`src/rtl/qspi_flash_sequencer.sv`:
```
`default_nettype none
// +----------------------------------------------------------------------------+
// | Module   : qspi_flash_sequencer                                            |
// | Brief    : walks a byte-level QSPI master through opcode, address, dummy   |
// |            and data phases; per-byte watchdog under QSPI_SEQ_TIMEOUT_EN    |
// | Revision : 1.0 - initial release                                           |
// +----------------------------------------------------------------------------+
module qspi_flash_sequencer #(
   parameter int LEN_W       = 16,
   parameter int TIMEOUT_CYC = 1024
) (
   input  logic             sys_clk,
   input  logic             rst,
   input  logic             req_valid,
   output logic             req_ready,
   input  logic [7:0]       req_opcode,
   input  logic             req_has_addr,
   input  logic [23:0]      req_addr,
   input  logic [2:0]       req_dummy,
   input  logic [LEN_W-1:0] req_len,
   input  logic             req_write,
   input  logic             req_quad,
   input  logic [7:0]       wdata,
   input  logic             wdata_valid,
   output logic             wdata_ready,
   output logic [7:0]       rdata,
   output logic             rdata_valid,
   input  logic             rdata_ready,
   output logic             done,
   output logic             err,
   output logic             busy,
   output logic             m_start,
   output logic [7:0]       m_wr_byte,
   output logic             m_dir_rd,
   output logic             m_quad,
   output logic             m_last,
   input  logic             m_done,
   input  logic [7:0]       m_rd_byte,
   output logic             m_abort
);

   typedef enum logic [2:0] {
      S_IDLE   = 3'd0,
      S_CMD    = 3'd1,
      S_ADDR   = 3'd2,
      S_DUMMY  = 3'd3,
      S_DATA   = 3'd4,
      S_WAIT   = 3'd5,
      S_FINISH = 3'd6
   } state_t;

   state_t           r_state;
   state_t           w_state_nxt;
   state_t           r_phase;
   state_t           w_after;
   logic [7:0]       r_opcode;
   logic [23:0]      r_addr;
   logic [1:0]       r_addr_cnt;
   logic [2:0]       r_dummy_cnt;
   logic [LEN_W-1:0] r_len_cnt;
   logic             r_write;
   logic             r_quad;
   logic [7:0]       r_rdata;
   logic             r_rdata_valid;
   logic             w_timeout;

   if (TIMEOUT_CYC < 2 || LEN_W < 1) begin : g_bad_cfg
      $error("qspi_flash_sequencer: unsupported parameter values");
   end

   assign req_ready   = (r_state == S_IDLE);
   assign busy        = (r_state != S_IDLE);
   assign rdata       = r_rdata;
   assign rdata_valid = r_rdata_valid;

   // Counters are decremented at launch, so once in WAIT they already
   // describe the remaining work and pick the next phase directly.
   always_comb begin
      w_after = S_FINISH;
      if (r_addr_cnt != 2'd0)
         w_after = S_ADDR;
      else if (r_dummy_cnt != 3'd0)
         w_after = S_DUMMY;
      else if (r_len_cnt != '0)
         w_after = S_DATA;
   end

   always_comb begin
      w_state_nxt = r_state;
      m_start     = 1'b0;
      m_wr_byte   = 8'h00;
      m_dir_rd    = 1'b0;
      m_quad      = 1'b0;
      m_last      = 1'b0;
      m_abort     = 1'b0;
      wdata_ready = 1'b0;
      done        = 1'b0;
      case (r_state)
         S_IDLE: begin
            if (req_valid)
               w_state_nxt = S_CMD;
         end
         S_CMD: begin
            m_start     = 1'b1;
            m_wr_byte   = r_opcode;
            m_last      = (r_addr_cnt == 2'd0) && (r_dummy_cnt == 3'd0) && (r_len_cnt == '0);
            w_state_nxt = S_WAIT;
         end
         S_ADDR: begin
            m_start     = 1'b1;
            m_wr_byte   = r_addr[23:16];
            m_last      = (r_addr_cnt == 2'd1) && (r_dummy_cnt == 3'd0) && (r_len_cnt == '0);
            w_state_nxt = S_WAIT;
         end
         S_DUMMY: begin
            m_start     = 1'b1;
            m_dir_rd    = 1'b1;
            m_quad      = r_quad;
            m_last      = (r_dummy_cnt == 3'd1) && (r_len_cnt == '0);
            w_state_nxt = S_WAIT;
         end
         S_DATA: begin
            if (r_write ? wdata_valid : !r_rdata_valid) begin
               m_start     = 1'b1;
               wdata_ready = r_write;
               m_wr_byte   = r_write ? wdata : 8'h00;
               m_dir_rd    = !r_write;
               m_quad      = r_quad;
               m_last      = (r_len_cnt == LEN_W'(1));
               w_state_nxt = S_WAIT;
            end
         end
         S_WAIT: begin
            if (m_done) begin
               w_state_nxt = w_after;
            end else if (w_timeout) begin
               m_abort     = 1'b1;
               w_state_nxt = S_FINISH;
            end
         end
         S_FINISH: begin
            if (!r_rdata_valid) begin
               done        = 1'b1;
               w_state_nxt = S_IDLE;
            end
         end
         default: w_state_nxt = S_IDLE;
      endcase
   end

   always_ff @(posedge sys_clk) begin
      if (rst) begin
         r_state       <= S_IDLE;
         r_phase       <= S_IDLE;
         r_opcode      <= 8'h00;
         r_addr        <= 24'h000000;
         r_addr_cnt    <= 2'd0;
         r_dummy_cnt   <= 3'd0;
         r_len_cnt     <= '0;
         r_write       <= 1'b0;
         r_quad        <= 1'b0;
         r_rdata       <= 8'h00;
         r_rdata_valid <= 1'b0;
      end else begin
         r_state <= w_state_nxt;
         case (r_state)
            S_IDLE: begin
               if (req_valid) begin
                  r_opcode    <= req_opcode;
                  r_addr      <= req_addr;
                  r_addr_cnt  <= req_has_addr ? 2'd3 : 2'd0;
                  r_dummy_cnt <= req_dummy;
                  r_len_cnt   <= req_len;
                  r_write     <= req_write;
                  r_quad      <= req_quad;
               end
            end
            S_ADDR: begin
               r_addr     <= {r_addr[15:0], 8'h00};
               r_addr_cnt <= r_addr_cnt - 2'd1;
            end
            S_DUMMY: r_dummy_cnt <= r_dummy_cnt - 3'd1;
            S_DATA: begin
               if (m_start)
                  r_len_cnt <= r_len_cnt - LEN_W'(1);
            end
            default: ;
         endcase
         if (m_start)
            r_phase <= r_state;
         if (m_abort) begin
            r_rdata_valid <= 1'b0;
         end else if (r_state == S_WAIT && m_done && r_phase == S_DATA && !r_write) begin
            r_rdata       <= m_rd_byte;
            r_rdata_valid <= 1'b1;
         end else if (r_rdata_valid && rdata_ready) begin
            r_rdata_valid <= 1'b0;
         end
      end
   end

`ifdef QSPI_SEQ_TIMEOUT_EN
   localparam int c_wdog_w = $clog2(TIMEOUT_CYC);

   logic [c_wdog_w-1:0] r_wdog;
   logic                r_err;

   // Restarts on every launch; the first WAIT cycle sees zero.
   always_ff @(posedge sys_clk) begin
      if (rst || r_state != S_WAIT)
         r_wdog <= '0;
      else
         r_wdog <= r_wdog + c_wdog_w'(1);
   end

   always_ff @(posedge sys_clk) begin
      if (rst || r_state == S_IDLE)
         r_err <= 1'b0;
      else if (m_abort)
         r_err <= 1'b1;
   end

   assign w_timeout = (r_wdog == c_wdog_w'(TIMEOUT_CYC - 1));
   assign err       = done & r_err;
`else
   assign w_timeout = 1'b0;
   assign err       = 1'b0;
`endif

endmodule
`default_nettype wire
```
`config.mk`:
```
export PLATFORM = sky130hd
export DESIGN_NAME = qspi_flash_sequencer
export DESIGN_NICKNAME = d
export VERILOG_FILES = /design/src/rtl/qspi_flash_sequencer.sv
export SDC_FILE = /design/constraint.sdc
export NUM_CORES = 1
export LEC_CHECK = 0
export BUFFER_PORTS_ARGS = -buffer_cell sky130_fd_sc_hd__buf_2
export CAP_MARGIN = 10
export CORE_ASPECT_RATIO = 1.25
export CORE_MARGIN = 1.5
export CORE_UTILIZATION = 45
export DETAILED_ROUTE_END_ITERATION = 10
export HOLD_SLACK_MARGIN = 0.06
export PLACE_DENSITY = 0.69
export SLEW_MARGIN = 20
export SYNTH_ARGS = -nofsm -noshare
export SYNTH_HDL_FRONTEND = slang
export SYNTH_SLANG_ARGS = --single-unit
```
`constraint.sdc`:
```
create_clock -name sys_clk -period 3.65 [get_ports sys_clk]
set_clock_uncertainty 0.15 [all_clocks]
set_input_delay 0.365 -clock sys_clk [delete_from_list [all_inputs] [get_ports sys_clk]]
set_output_delay 0.365 -clock sys_clk [all_outputs]
set_load 0.01 [all_outputs]
```
==> flow_summary.ini <==
[status]
status = finished, final reports clean

[clock_tree]
hold_buffers = 0
cts.htree.levels = 3
ctsResizeCount = 0
cts_buffers = 9
tritoncts = done
clockRootBuffer = clkbuf_8
clk_pin_slew_worst_paths_ns = 0.08
clock_sinks = 70
clkLatencyLatePin_ns = 0.35
ctsLongestPathBuffers = 2
cts_setup_buffers = 0

[sta]
max_freq_mhz = 332
rsz0062_at_grt = no
setup_viol = 0
fin_tns_setup_ns = 0
worst_pin_slew_ns = 0.670
hold_viol_final = 0
slew_violations = 0
min_period_over_period_pct = 82.6
min_period_ns = 3.01
slew_headroom_pct = 55.3

[cells_and_area]
final_cell_mix = 100 x buf_2, 95 x nand2_1, 70 x dfxtp_1, 55 x nor2_1, 45 x a21oi_1
diodes = 0
final_common_cell = buf_2
drive_gt1_share_pct = 24.2
syn2layout_area_growth_pct = 19.5
final_cells = 644
fin_nets = 627

[global_routing]
grt_pass1_vias = 3256
grt_first_pass_wirelength_um = 14700
grtUsageTotal_pct = 22.8
antenna_found_initial = 0
grt_max_degree = 60
grt_overflow = 0

[logic_synthesis]
async_reset_ff_share_pct = 0
ys_seq_area_share_pct = 39.3
synth_top_area_cell = dfxtp_1
synth_area_mm2 = 0.00356
yosysUniqueCellTypes = 57
ys_seq_elements = 70
synth_edf_count = 0
synth_area_leaders = dfxtp_1 39%, nand2_1 10%, a21oi_1 6.3%, nor2_1 5.9%, a311oi_1 3.9%
synth_top_area_share_pct = 39.3
syn_inst = 463
avgSynthCellArea_um2 = 7.70
yosys_most_used_dff = dfxtp_1
synth_warnings = 0

[flow_run]
drv_cap = 0

[power]
p_leak_nw = 1.95
power-per-cell-area_mw_per_mm2 = 490
peakVddDrop_v = 0.000265

[floorplanning]
fp-row-count = 36
initial_utilization_pct = 46.0
core-area_mm2 = 0.00775
die_h_um = 102
die-area_mm2 = 0.00846
die_w_um = 82.6
ios = 103

[place]
hpwl_um = 6440
dp.cells = 628
gp_congestion = 0.901
numPortBuffers = 100

[routing]
vias = 3561
wirelength_um = 9220
drtIter0Drc = 224
firstDrtPassIters = 6
ant_nets = 0
drc = 0
routedWlPerCell_um = 14.3
vias_per_cell = 5.53

[critical_path]
crit_arrival_ns = 2.50
critPathMaxStageDelay_ns = 0.65
crit_fanout = 39
critPathSlowestCell = dfxtp_1
critPathTopFamily = simple AND/OR/NAND/NOR gates
cp.required_ns = 3.13
crit_chain = or3b_4, a21oi_2, a32oi_1, nor2_1, buf_2
crit_buf_inv = 1
critPathCaptureType = output port
cp-start-kind = register
path_class = register to output port

[worst_hold_path]
timing.hold.worst.class = input port to register
-- power breakdown --
part,switching (W),internal [W]
clock network,0.000309,0.000390
logic,0.000301,0.000196
registers,0.0000611,0.000828
-- worst paths after layout --
kind | startpoint | endpoint | slack (ns) | depth (start not counted)
max reg2reg | r_state[2] | r_len_cnt[0] | 0.86 | 5
min | m_rd_byte[1] | rdata[1] | 0.1 | 3
min reg2reg | r_addr[3] | r_addr[3] | 0.31 | 2
max | r_state[2] | m_last | 0.64 | 5
-- cell usage after synthesis, types with 3 or more instances --
cell       instances
nand2_1           95
dfxtp_1           70
nor2_1            56
a21oi_1           45
clkbuf_1          19
inv_1             19
o21ai_0           19
a311oi_1          16
buf_2              9
a222oi_1           8
mux2i_1            8
ha_1               7
nand3_1            7
nand2b_1           6
a2bb2oi_1          5
a31oi_1            5
a211oi_1           4
buf_6              4
nor3_1             4
o22ai_1            4
buf_4              3
nor4_1             3
-- area by class of cell --
class	count	area, µm²
Sequential cell	70	1400
Fill cell	794	3490
Multi-Input combinational cell	340	1910
Inverter	19	71.3
Tap cell	95	119
Timing Repair Buffer	104	531
Clock inverter	6	93.8
Clock buffer	10	128
-- cells by family after synthesis --
logic type                 Yosys count  synth area share [%]
other                                1                 0.105
and+or+nand+nor                    198                  25.1
DFF                                 70                  39.3
buffers and inverters               54                  7.16
muxes                                8                  2.25
adders and majority gates            7                  2.46
AOI/OAI and AO/OA                  125                  23.6
-- stage by stage --
| stage | hold WS, ns | instance area, µm² | util [%] | setup WS (ns) | power [W] |
|---|---|---|---|---|---|
| finish | 0.0957 | 4260 | 54.9 | 0.637 | 0.00208 |
| global route | 0.0874 | 4260 | 54.9 | 0.477 | 0.00220 |
| CTS | 0.0714 | 4250 | 54.9 | 0.656 | 0.00210 |
| detailed placement | 0.300 | 4030 | 52.1 | 0.862 | 0.00140 |
| global placement | 0.295 | 4030 | 52.1 | 0.959 | 0.00139 |
| floorplan | 0.282 | 3570 | - | 1.53 | 0.00127 |
-- worst min-delay path, stage by stage --
cell	delay, ns
buf_2	0.07
mux2i_1	0.05
nor2_1	0.07
-- layer usage --
metal  track usage [%]  vias up  share of wire (%)
met5                 0        -                  0
met4              12.3        0                2.1
met3              4.78       19                5.3
met2              39.5      110                 50
met1              26.0     1646                 42
li1                  -     1786                  -
-- sequential cells by signal (all words and copies together) (netlist names) --
signal	cells
r_addr	24
r_addr_cnt	2
r_dummy_cnt	3
r_len_cnt	16
r_opcode	8
r_phase	3
r_quad	1
r_state	3
r_write	1
rdata	8
rdata_valid	1
(Power assumes the default switching activity.)
